`src/rtl/alu_pkg.sv`:
```
// Shared opcode encodings and FSM state type for the ALU arbiter and the ALU.
package alu_pkg;

   localparam logic [2:0] OP_ADD = 3'd0;
   localparam logic [2:0] OP_SUB = 3'd1;
   localparam logic [2:0] OP_AND = 3'd2;
   localparam logic [2:0] OP_OR  = 3'd3;
   localparam logic [2:0] OP_XOR = 3'd4;
   localparam logic [2:0] OP_NOT = 3'd5;
   localparam logic [2:0] OP_SHL = 3'd6;
   localparam logic [2:0] OP_SHR = 3'd7;

   typedef enum logic [1:0] {
      ST_IDLE = 2'd0,
      ST_EXEC = 2'd1,
      ST_RESP = 2'd2
   } state_t;

endpackage

```
`src/rtl/alu_arbiter_if.sv`:
```
// Request/response channels of both requesters.
// Handshake rule: a transfer happens on a rising clk edge where valid and ready
// are both high; valid never depends on ready, ready may depend on valid.
interface alu_arbiter_if #(
   parameter int WIDTH = 8
);
   logic             req0_valid;
   logic             req0_ready;
   logic [2:0]       req0_opcode;
   logic [WIDTH-1:0] req0_a;
   logic [WIDTH-1:0] req0_b;
   logic             rsp0_valid;
   logic             rsp0_ready;
   logic [WIDTH-1:0] rsp0_result;

   logic             req1_valid;
   logic             req1_ready;
   logic [2:0]       req1_opcode;
   logic [WIDTH-1:0] req1_a;
   logic [WIDTH-1:0] req1_b;
   logic             rsp1_valid;
   logic             rsp1_ready;
   logic [WIDTH-1:0] rsp1_result;

   // Requester side
   modport master (
      output req0_valid, req0_opcode, req0_a, req0_b, rsp0_ready,
      output req1_valid, req1_opcode, req1_a, req1_b, rsp1_ready,
      input  req0_ready, rsp0_valid, rsp0_result,
      input  req1_ready, rsp1_valid, rsp1_result
   );

   // Arbiter side
   modport slave (
      input  req0_valid, req0_opcode, req0_a, req0_b, rsp0_ready,
      input  req1_valid, req1_opcode, req1_a, req1_b, rsp1_ready,
      output req0_ready, rsp0_valid, rsp0_result,
      output req1_ready, rsp1_valid, rsp1_result
   );
endinterface

```
`src/rtl/alu.sv`:
```
// Combinational 8-operation ALU; ADD/SUB wrap modulo 2^WIDTH, shifts zero-fill.
module alu
   import alu_pkg::*;
#(
   parameter int WIDTH = 8
) (
   input  logic [2:0]       opcode,
   input  logic [WIDTH-1:0] operandA,
   input  logic [WIDTH-1:0] operandB,
   output logic [WIDTH-1:0] result
);

   // Operation select
   always_comb begin
      result = '0;
      case (opcode)
         OP_ADD:  result = operandA + operandB;
         OP_SUB:  result = operandA - operandB;
         OP_AND:  result = operandA & operandB;
         OP_OR:   result = operandA | operandB;
         OP_XOR:  result = operandA ^ operandB;
         OP_NOT:  result = ~operandA;
         OP_SHL:  result = {operandA[WIDTH-2:0], 1'b0};
         OP_SHR:  result = {1'b0, operandA[WIDTH-1:1]};
         default: result = '0;
      endcase
   end

endmodule

```
`src/rtl/alu_arbiter.sv`:
```
// Shares one ALU between two requesters, one operation in flight at a time.
// Ties are broken round-robin; the FSM walks IDLE -> EXEC -> RESP -> IDLE.
module alu_arbiter
   import alu_pkg::*;
#(
   parameter int WIDTH = 8,
   parameter int CNT_W = 16
) (
   input  logic             clk,
   input  logic             rst_n,
   alu_arbiter_if.slave     bus,
   output logic             busy,
   output logic [CNT_W-1:0] op_count,
   output state_t           state
);

   state_t           state_q, state_d;
   logic             owner_q;
   logic             last_grant_q;
   logic [2:0]       op_q;
   logic [WIDTH-1:0] a_q, b_q;
   logic [WIDTH-1:0] res0_q, res1_q;
   logic [CNT_W-1:0] count_q;
   logic [WIDTH-1:0] alu_out;

   logic grant;
   logic ready0, ready1;
   logic accept;
   logic rsp_hs;

   // Arbitration: a lone valid port wins; on a tie the port not served last wins
   always_comb begin
      grant  = bus.req1_valid & (~bus.req0_valid | ~last_grant_q);
      ready0 = rst_n & (state_q == ST_IDLE) & bus.req0_valid & ~grant;
      ready1 = rst_n & (state_q == ST_IDLE) & bus.req1_valid & grant;
      accept = ready0 | ready1;
      rsp_hs = (state_q == ST_RESP) & (owner_q ? bus.rsp1_ready : bus.rsp0_ready);
   end

   // Next-state logic
   always_comb begin
      state_d = state_q;
      case (state_q)
         ST_IDLE: if (accept) state_d = ST_EXEC;
         ST_EXEC: state_d = ST_RESP;
         ST_RESP: if (rsp_hs) state_d = ST_IDLE;
         default: state_d = ST_IDLE;
      endcase
   end

   // State register
   always_ff @(posedge clk) begin
      if (!rst_n) state_q <= ST_IDLE;
      else        state_q <= state_d;
   end

   // Operand capture, result capture and completion counter
   always_ff @(posedge clk) begin
      if (!rst_n) begin
         owner_q      <= 1'b0;
         last_grant_q <= 1'b1;
         op_q         <= '0;
         a_q          <= '0;
         b_q          <= '0;
         res0_q       <= '0;
         res1_q       <= '0;
         count_q      <= '0;
      end else begin
         if (accept) begin
            owner_q      <= grant;
            last_grant_q <= grant;
            op_q         <= grant ? bus.req1_opcode : bus.req0_opcode;
            a_q          <= grant ? bus.req1_a      : bus.req0_a;
            b_q          <= grant ? bus.req1_b      : bus.req0_b;
         end
         if (state_q == ST_EXEC) begin
            if (owner_q) res1_q <= alu_out;
            else         res0_q <= alu_out;
         end
         if (rsp_hs) count_q <= count_q + 1'b1;
      end
   end

   alu #(.WIDTH(WIDTH)) u_alu (
      .opcode   (op_q),
      .operandA (a_q),
      .operandB (b_q),
      .result   (alu_out)
   );

   assign bus.req0_ready  = ready0;
   assign bus.req1_ready  = ready1;
   assign bus.rsp0_valid  = (state_q == ST_RESP) & ~owner_q;
   assign bus.rsp1_valid  = (state_q == ST_RESP) & owner_q;
   assign bus.rsp0_result = res0_q;
   assign bus.rsp1_result = res1_q;
   assign busy            = rst_n & (state_q != ST_IDLE);
   assign op_count        = count_q;
   assign state           = state_q;

endmodule
```
`src/flat_wrapper.sv`:
```
// flat-port wrapper written by rule: the top's interface ports become plain ports
module alu_arbiter_flat import alu_pkg::*;
#(
   parameter int WIDTH = 8,
   parameter int CNT_W = 16
)
  (clk, rst_n, busy, op_count, state, bus_req0_valid, bus_req0_opcode, bus_req0_a, bus_req0_b, bus_rsp0_ready, bus_req1_valid, bus_req1_opcode, bus_req1_a, bus_req1_b, bus_rsp1_ready, bus_req0_ready, bus_rsp0_valid, bus_rsp0_result, bus_req1_ready, bus_rsp1_valid, bus_rsp1_result);
  alu_arbiter_if #(.WIDTH(WIDTH)) bus_i ();
  input  logic clk;
  input  logic rst_n;
  output logic busy;
  output logic [CNT_W-1:0] op_count;
  output state_t state;
  input wire logic [$bits(bus_i.req0_valid)-1:0] bus_req0_valid;
  input wire logic [$bits(bus_i.req0_opcode)-1:0] bus_req0_opcode;
  input wire logic [$bits(bus_i.req0_a)-1:0] bus_req0_a;
  input wire logic [$bits(bus_i.req0_b)-1:0] bus_req0_b;
  input wire logic [$bits(bus_i.rsp0_ready)-1:0] bus_rsp0_ready;
  input wire logic [$bits(bus_i.req1_valid)-1:0] bus_req1_valid;
  input wire logic [$bits(bus_i.req1_opcode)-1:0] bus_req1_opcode;
  input wire logic [$bits(bus_i.req1_a)-1:0] bus_req1_a;
  input wire logic [$bits(bus_i.req1_b)-1:0] bus_req1_b;
  input wire logic [$bits(bus_i.rsp1_ready)-1:0] bus_rsp1_ready;
  output wire logic [$bits(bus_i.req0_ready)-1:0] bus_req0_ready;
  output wire logic [$bits(bus_i.rsp0_valid)-1:0] bus_rsp0_valid;
  output wire logic [$bits(bus_i.rsp0_result)-1:0] bus_rsp0_result;
  output wire logic [$bits(bus_i.req1_ready)-1:0] bus_req1_ready;
  output wire logic [$bits(bus_i.rsp1_valid)-1:0] bus_rsp1_valid;
  output wire logic [$bits(bus_i.rsp1_result)-1:0] bus_rsp1_result;
  assign bus_i.req0_valid = bus_req0_valid;
  assign bus_i.req0_opcode = bus_req0_opcode;
  assign bus_i.req0_a = bus_req0_a;
  assign bus_i.req0_b = bus_req0_b;
  assign bus_i.rsp0_ready = bus_rsp0_ready;
  assign bus_i.req1_valid = bus_req1_valid;
  assign bus_i.req1_opcode = bus_req1_opcode;
  assign bus_i.req1_a = bus_req1_a;
  assign bus_i.req1_b = bus_req1_b;
  assign bus_i.rsp1_ready = bus_rsp1_ready;
  assign bus_req0_ready = bus_i.req0_ready;
  assign bus_rsp0_valid = bus_i.rsp0_valid;
  assign bus_rsp0_result = bus_i.rsp0_result;
  assign bus_req1_ready = bus_i.req1_ready;
  assign bus_rsp1_valid = bus_i.rsp1_valid;
  assign bus_rsp1_result = bus_i.rsp1_result;
  alu_arbiter #(.WIDTH(WIDTH), .CNT_W(CNT_W)) u_core (.clk(clk), .rst_n(rst_n), .bus(bus_i), .busy(busy), .op_count(op_count), .state(state));
endmodule
```
`config.mk`:
```
export PLATFORM = sky130hd
export DESIGN_NAME = alu_arbiter_flat
export DESIGN_NICKNAME = d
export VERILOG_FILES = /design/src/rtl/alu_pkg.sv /design/src/rtl/alu_arbiter_if.sv /design/src/rtl/alu.sv /design/src/rtl/alu_arbiter.sv /design/src/flat_wrapper.sv
export SDC_FILE = /design/constraint.sdc
export NUM_CORES = 1
export LEC_CHECK = 0
export ABC_AREA = 1
export BUFFER_PORTS_ARGS = -buffer_cell sky130_fd_sc_hd__buf_2
export CORE_ASPECT_RATIO = 0.5
export CORE_MARGIN = 2
export CORE_UTILIZATION = 50
export CTS_CLUSTER_SIZE = 16
export DETAILED_ROUTE_END_ITERATION = 8
export PLACE_DENSITY = 0.75
export REMOVE_ABC_BUFFERS = 1
export SLEW_MARGIN = 25
export SYNTH_ARGS = -nofsm -noshare
export SYNTH_HDL_FRONTEND = slang
export SYNTH_SLANG_ARGS = --single-unit
export TNS_END_PERCENT = 1
```
`constraint.sdc`:
```
create_clock -name clk -period 3.8 [get_ports clk]
set_clock_uncertainty 0.15 [all_clocks]
set_input_delay 0.38 -clock clk [delete_from_list [all_inputs] [get_ports clk]]
set_output_delay 0.38 -clock clk [all_outputs]
set_load 0.02 [all_outputs]
```
# ---- Yosys cells after proc, flatten, opt, wreduce, memory -nomap -nowiden
# Index checks and enable logic that the tools add are counted.
# W data, S select, Z words.
dict set report classes {
  n_addsub 3
  multipliers 0
  div 0
  n_lt_le_gt_ge 0
  n_eq_ne 11
  n_shift 0
  muxes 8
  bitwise 20
  n_reduce_logical 6
}
# op count
set ops {}
lappend ops {{$pmux W8 S8} 1}
lappend ops {{$add A16 B1 Y16 const B} 1}
lappend ops {{$mux W8} 2}
lappend ops {{$eq A3 B3 Y1 const B} 4}
lappend ops {{$and A1 B1 Y1} 10}
lappend ops {{$add A8 B8 Y8} 1}
lappend ops {{$and A8 B8 Y8} 1}
lappend ops {{$not A8 Y8} 1}
lappend ops {{$or A8 B8 Y8} 1}
lappend ops {{$sub A8 B8 Y8} 1}
lappend ops {{$xor A8 B8 Y8} 1}
lappend ops {{$eq A3 B2 Y1 const B} 2}
lappend ops {{$pmux W2 S3} 1}
lappend ops {{$reduce_and A2 Y1} 3}
lappend ops {{$mux W2} 2}
lappend ops {{$ne A2 B1 Y1 const B} 2}
lappend ops {{$not A1 Y1} 4}
lappend ops {{$eq A3 B1 Y1 const B} 1}
lappend ops {{$logic_not A3 Y1} 1}
lappend ops {{$mux W3} 1}
lappend ops {{$eq A2 B1 Y1 const B} 1}
lappend ops {{$eq A2 B2 Y1 const B} 1}
lappend ops {{$logic_not A2 Y1} 1}
lappend ops {{$or A1 B1 Y1} 2}
lappend ops {{2 further kinds} 2}
dict set report word_totals {
  regBits 55
  latchBits 0
  mem_bits_rw 0
  romBits 0
  inputBits 44
  out_inout_bits 39
  word_cells 57
  memories 0
}

# ---- Logic depth before layout (Yosys ltp)
dict set report logic_depth {
  depth_word 8
  ltp_mapped 19
  mapped_depth_nobuf 19
}

# ---- Cells and area by module
# Synthesis repeated with hierarchy kept, for this count alone.
dict set report hier_totals {
  hier_cells 561
  hier_area_um2 3565.9
}
# mod n_inst cells_each area_each_um2 seq_area_each_um2
set modules_own_cells {}
lappend modules_own_cells {alu_arbiter 1 370 2437.3 1101.1}
lappend modules_own_cells {alu 1 191 1128.6 0.0}

# ---- Worst setup path before layout
# No wires, ideal clock.
dict set report synth_path {
  path_kind {reg2reg}
  start {reg u_core.b_q[0]}
  end {reg u_core.res0_q[6], in the netlist u_core.bus.rsp0_result[6]}
  setup_ns 0.109
  arrival_time_ns 2.147
  required_ns 3.541
  slack_ns 1.394
  path_stages_with_launch 16
  n_path_buf 0
  period_less_slack_ns 2.406
  cell_sequence {dfxtp_1 inv_1 ha_1 inv_1 nor3_1 or2_2 xor2_1 ha_1 nand2_1 or2_2 nand4_1 nand2_1 nand2_1 nand3_1 nand2_1 inv_1}
}
dict set report synth_via {
  elab_chain_cells 2
  word_cells_on_any_way 3
  classes_between {2 x add/sub; 1 x mux}
}
# item line_no
set synth_lines {}
lappend synth_lines {{from (decl)} alu_arbiter.sv:21} ;# logic [WIDTH-1:0] a_q, b_q;
lappend synth_lines {{from (signal assigned)} alu_arbiter.sv:74} ;# b_q <= grant ? bus.req1_b : bus.req0_b;
lappend synth_lines {{$sub A8 B8 Y8 / $add A8 B8 Y8 (equally long branches)} {alu.sv:18, alu.sv:17}}
lappend synth_lines {{$pmux W8 S8 (*)} alu.sv:16} ;# case (opcode)
lappend synth_lines {{to (signal assigned)} alu_arbiter.sv:78} ;# else res0_q <= alu_out;
lappend synth_lines {{to (decl)} alu_arbiter.sv:22} ;# logic [WIDTH-1:0] res0_q, res1_q;
# Mark *: on every way between the ends. The rest lies on a longest branch, timed or not.
# A chain may end at the register's enable or synchronous reset.

# ---- Worst setup path in the final report
dict set report layout_path {
  start {reg u_core.op_q[2]}
  end {reg u_core.res0_q[5], in the netlist u_core.bus.rsp0_result[5]}
}
dict set report layout_via {
  elab_chain_cells 2
  word_cells_on_any_way 9
  classes_between {7 x eq/ne; 1 x mux; 1 x reduce/logical}
}
# item line_no
set layout_lines {}
lappend layout_lines {{from (decl)} alu_arbiter.sv:20} ;# logic [2:0] op_q;
lappend layout_lines {{from (signal assigned)} alu_arbiter.sv:72} ;# op_q <= grant ? bus.req1_opcode : bus.req0_opcode;
lappend layout_lines {{$eq A3 B3 Y1, or another cell as far along} alu.sv:16}
lappend layout_lines {{$pmux W8 S8 (*)} alu.sv:16}
# Marked as above.

==> impl_metrics.csv <==
group,metric,value,unit
cts,cts_tree,"done",
routing,postRouteAntennaNets,0,
cts,cts_sinks,55,
sta,tns,0,ns
routing,via_per_inst,5.16,
floorplanning,die_h,63.7,um
cells_and_area,final_layout_size_suffix_gt1_share,20.5,%
routing,routed_wl,8.46,mm
sta,final.setup.worst_slack,1.14,ns
logic_synthesis,synth_top_area_cell,"dfxtp_1",
cts,cts-resized-gates,0,
logic_synthesis,synth_top_area_share,30.9,%
flow_run,cap_violations,0,
placement,io_buffers,82,
sta,period_minus_slack,2.66,ns
routing,first_pass_iters,4,
cts,cts-root-buf,"clkbuf_16",
floorplanning,fp.coreArea,6780,um^2
power_and_ir_drop,p_leak,2.03,nW
logic_synthesis,synth_ff_type,"dfxtp_1",
cts,cts_setup_buffers,0,
critical_path,timing.rr.end,"u_core.bus.rsp0_result[5]",
logic_synthesis,synth-seq-cells,55,
logic_synthesis,synth_area_leaders,"dfxtp_1 31%, nand2_1 11%, ha_1 8.8%",
critical_path,crit_slowest_cell,"dfxtp_1",
logic_synthesis,synthCells,511,
critical_path,crit_end,"u_core.bus.rsp0_result[5]",
cts,cts_buffers,5,
logic_synthesis,synth.avg_cell_area,6.97,um^2
outcome,status,"completed",
critical_path,timing_worst_setup_path_type,"flip-flop to flip-flop",
logic_synthesis,synth.distinct_cells,38,
sta,rsz0062_at_grt,"no",
logic_synthesis,synth-simple-area-share,28.3,%
logic_synthesis,synthArstFlopShare,0,%
global_route,grt_pass1_wl,14.4,mm
sta,tightest_slew,0.788,ns
power_and_ir_drop,irDropWorstVdd,0.197,mV
min_path,hold_path.class,"primary input to flip-flop",
placement,post-dp-hpwl,6.16,mm
routing,drc,0,
placement,gp_congestion,0.896,
critical_path,arrival,2.67,ns
placement,pre_cts_slack,1.16,ns
critical_path,cp-startpoint,"u_core.op_q[2]",
sta,hold_violations,0,
critical_path,worstSetupEndpointType,"flip-flop",
logic_synthesis,synth-edff-count,0,
cells_and_area,final_net_count,654,
placement,dp_cells,669,
cts,cts.path.max_buffers,2,
routing,drt_iter0_markers,193,
floorplanning,num_io_pins,83,
cts,htree_levels,2,
routing,detail_route.wl_per_cell,12.5,um
cells_and_area,antennaDiodeCount,0,
cts,clk_latency,0.30,ns
sta,slew_headroom,47.3,%
logic_synthesis,yosysSeqAreaShare,30.9,%
power_and_ir_drop,p_total,1.74,mW
floorplanning,dieArea,7850,um^2
floorplanning,dieWidth,123,um
global_route,overflow,0,
cells_and_area,final_cells,677,
critical_path,worstReg2RegStart,"u_core.op_q[2]",
cts,hold_buffers,0,
logic_synthesis,ys.warnings.count,0,
global_route,grt.total_usage,23.0,%
critical_path,required,3.81,ns
logic_synthesis,synth-compound-area-share,18.8,%
critical_path,start_kind,"flip-flop",
critical_path,r2r_slack,1.14,ns
global_route,grt_max_degree,49,
sta,drv_slew,0,
sta,timing.final.crit_share,70.1,%
cells_and_area,areaGrowthSynthToFinish,16.8,%
logic_synthesis,synth_top_family_by_area,"simple AND/OR/NAND/NOR gates",
cells_and_area,utilization,61.4,%
logic_synthesis,synth_common_cells,"101 x nand2_1, 62 x inv_1, 55 x dfxtp_1, 42 x nand3_1, 42 x o21ai_0",
logic_synthesis,synth.area.mux_share,0,%
global_route,grt_pass1_vias,3167,
critical_path,crit_chain,"nor2_4 > nand2_2 > inv_1 > or2_2 > xor2_1 > ha_1 > nand2_1 > or2_2 > nand4_1 > nand3_1 > nand2_1 > a21oi_1",
logic_synthesis,synth_most_common_cell,"nand2_1",
cts,clk_pin_slew,0.07,ns
floorplanning,start_util,52.5,%
logic_synthesis,netlist_area,3560,um^2
sta,timing.fmax,375,MHz
routing,vias,3494,
power_and_ir_drop,pwr_density_cell,419,nW/um^2
critical_path,r2r_cells,12,
critical_path,max_stage_delay,0.51,ns
floorplanning,fp-row-count,21,
logic_synthesis,synth_adder_area_share,9.35,%
critical_path,critical_path.max_fanout,9,
global_route,antenna_found_initial,0,
sta,finalSetupViolCount,0,
logic_synthesis,yosys.area_share.xor_xnor,2.95,%
how the worst min path moves through the flow:
| stage | start | end | slack [ns] | cells after the start |
|---|---|---|---|---|
| after detailed placement | u_core.last_grant_q | u_core.last_grant_q | 0.32 | 2 |
| final | bus_req0_a[3] | u_core.a_q[3] | 0.19 | 3 |
| after global routing | bus_req0_b[3] | u_core.b_q[3] | 0.19 | 3 |
| after CTS | bus_req0_b[6] | u_core.b_q[6] | 0.18 | 3 |
| after floorplan | u_core.last_grant_q | u_core.last_grant_q | 0.29 | 2 |
| after global placement | u_core.last_grant_q | u_core.last_grant_q | 0.31 | 2 |
kinds of logic after synthesis:
family,count (synthesis)
xor+xnor,12
buf+inv,86
compound gates,118
flops,55
simple gates,214
fa+ha+maj,26
area by class of cell:
cell class,count,area (um^2)
Fill cell,655,2620
Multi-Input combinational cell,370,2110
Clock inverter,3,23.8
Clock buffer,5,125
Timing Repair Buffer,84,425
Tap cell,92,115
Inverter,68,255
Sequential cell,55,1100
stage by stage:
stage,instance area (um^2),hold slack [ns]
2_1_floorplan,3470,0.292
3_3_place_gp,4010,0.313
3_5_place_dp,4010,0.316
4_1_cts,4160,0.180
5_1_grt,4160,0.189
6_report,4160,0.189
registers in the layout (all words and copies together), names as in the netlist:
signal and count:
u_core.op_count 16, u_core.last_grant_q 1, u_core.owner_q 1, u_core.a_q 8, u_core.bus.rsp0_result 8, u_core.bus.rsp1_result 8, u_core.op_q 3, u_core.state 2
u_core.b_q 8
per-layer routing:
layer	vias to the layer above	wire length, um	global-route usage (%)
met5	-	0	0
met4	0	129	6.96
met3	11	558	5.62
met2	100	3570	36.3
met1	1546	4200	31.1
li1	1837	-	-
power by group:
part | internal, mW | total (mW) | switching, mW
clock | 0.248 | 0.476 | 0.228
sequential | 0.621 | 0.672 | 0.0510
combinational | 0.219 | 0.593 | 0.374
placed cells by master (no fill, tap or decap), types with 2 or more instances in the layout:
| cell type | instances |
|---|---|
| o21a_1 | 4 |
| nand2_1 | 101 |
| o21ai_1 | 7 |
| nor3_2 | 2 |
| or2_2 | 5 |
| nor2_1 | 37 |
| o22ai_1 | 6 |
| nand3b_1 | 2 |
| ha_1 | 25 |
| nand3_1 | 42 |
| nand2_2 | 4 |
| o21bai_2 | 2 |
| nor3_1 | 4 |
| xnor2_1 | 6 |
| buf_4 | 2 |
| nor2_4 | 4 |
| a31oi_1 | 19 |
| nand3_4 | 2 |
| nand4_1 | 7 |
| xor2_1 | 6 |
| inv_2 | 6 |
| dfxtp_1 | 55 |
| o21ai_0 | 42 |
| o21bai_1 | 6 |
| clkbuf_16 | 5 |
| a21oi_1 | 29 |
| inv_1 | 62 |
| buf_2 | 82 |
critical path, delay by kind of cell, from the launching register on:
kind                       cells  cell delay (ns)
adders and majority gates      1             0.35
DFF                            1             0.51
xor gates and xnor gates       1             0.15
buffers and inverters          1             0.07
AOI/OAI and AO/OA              1             0.07
and+or+nand+nor                8             1.22
(Power assumes the default switching activity.)
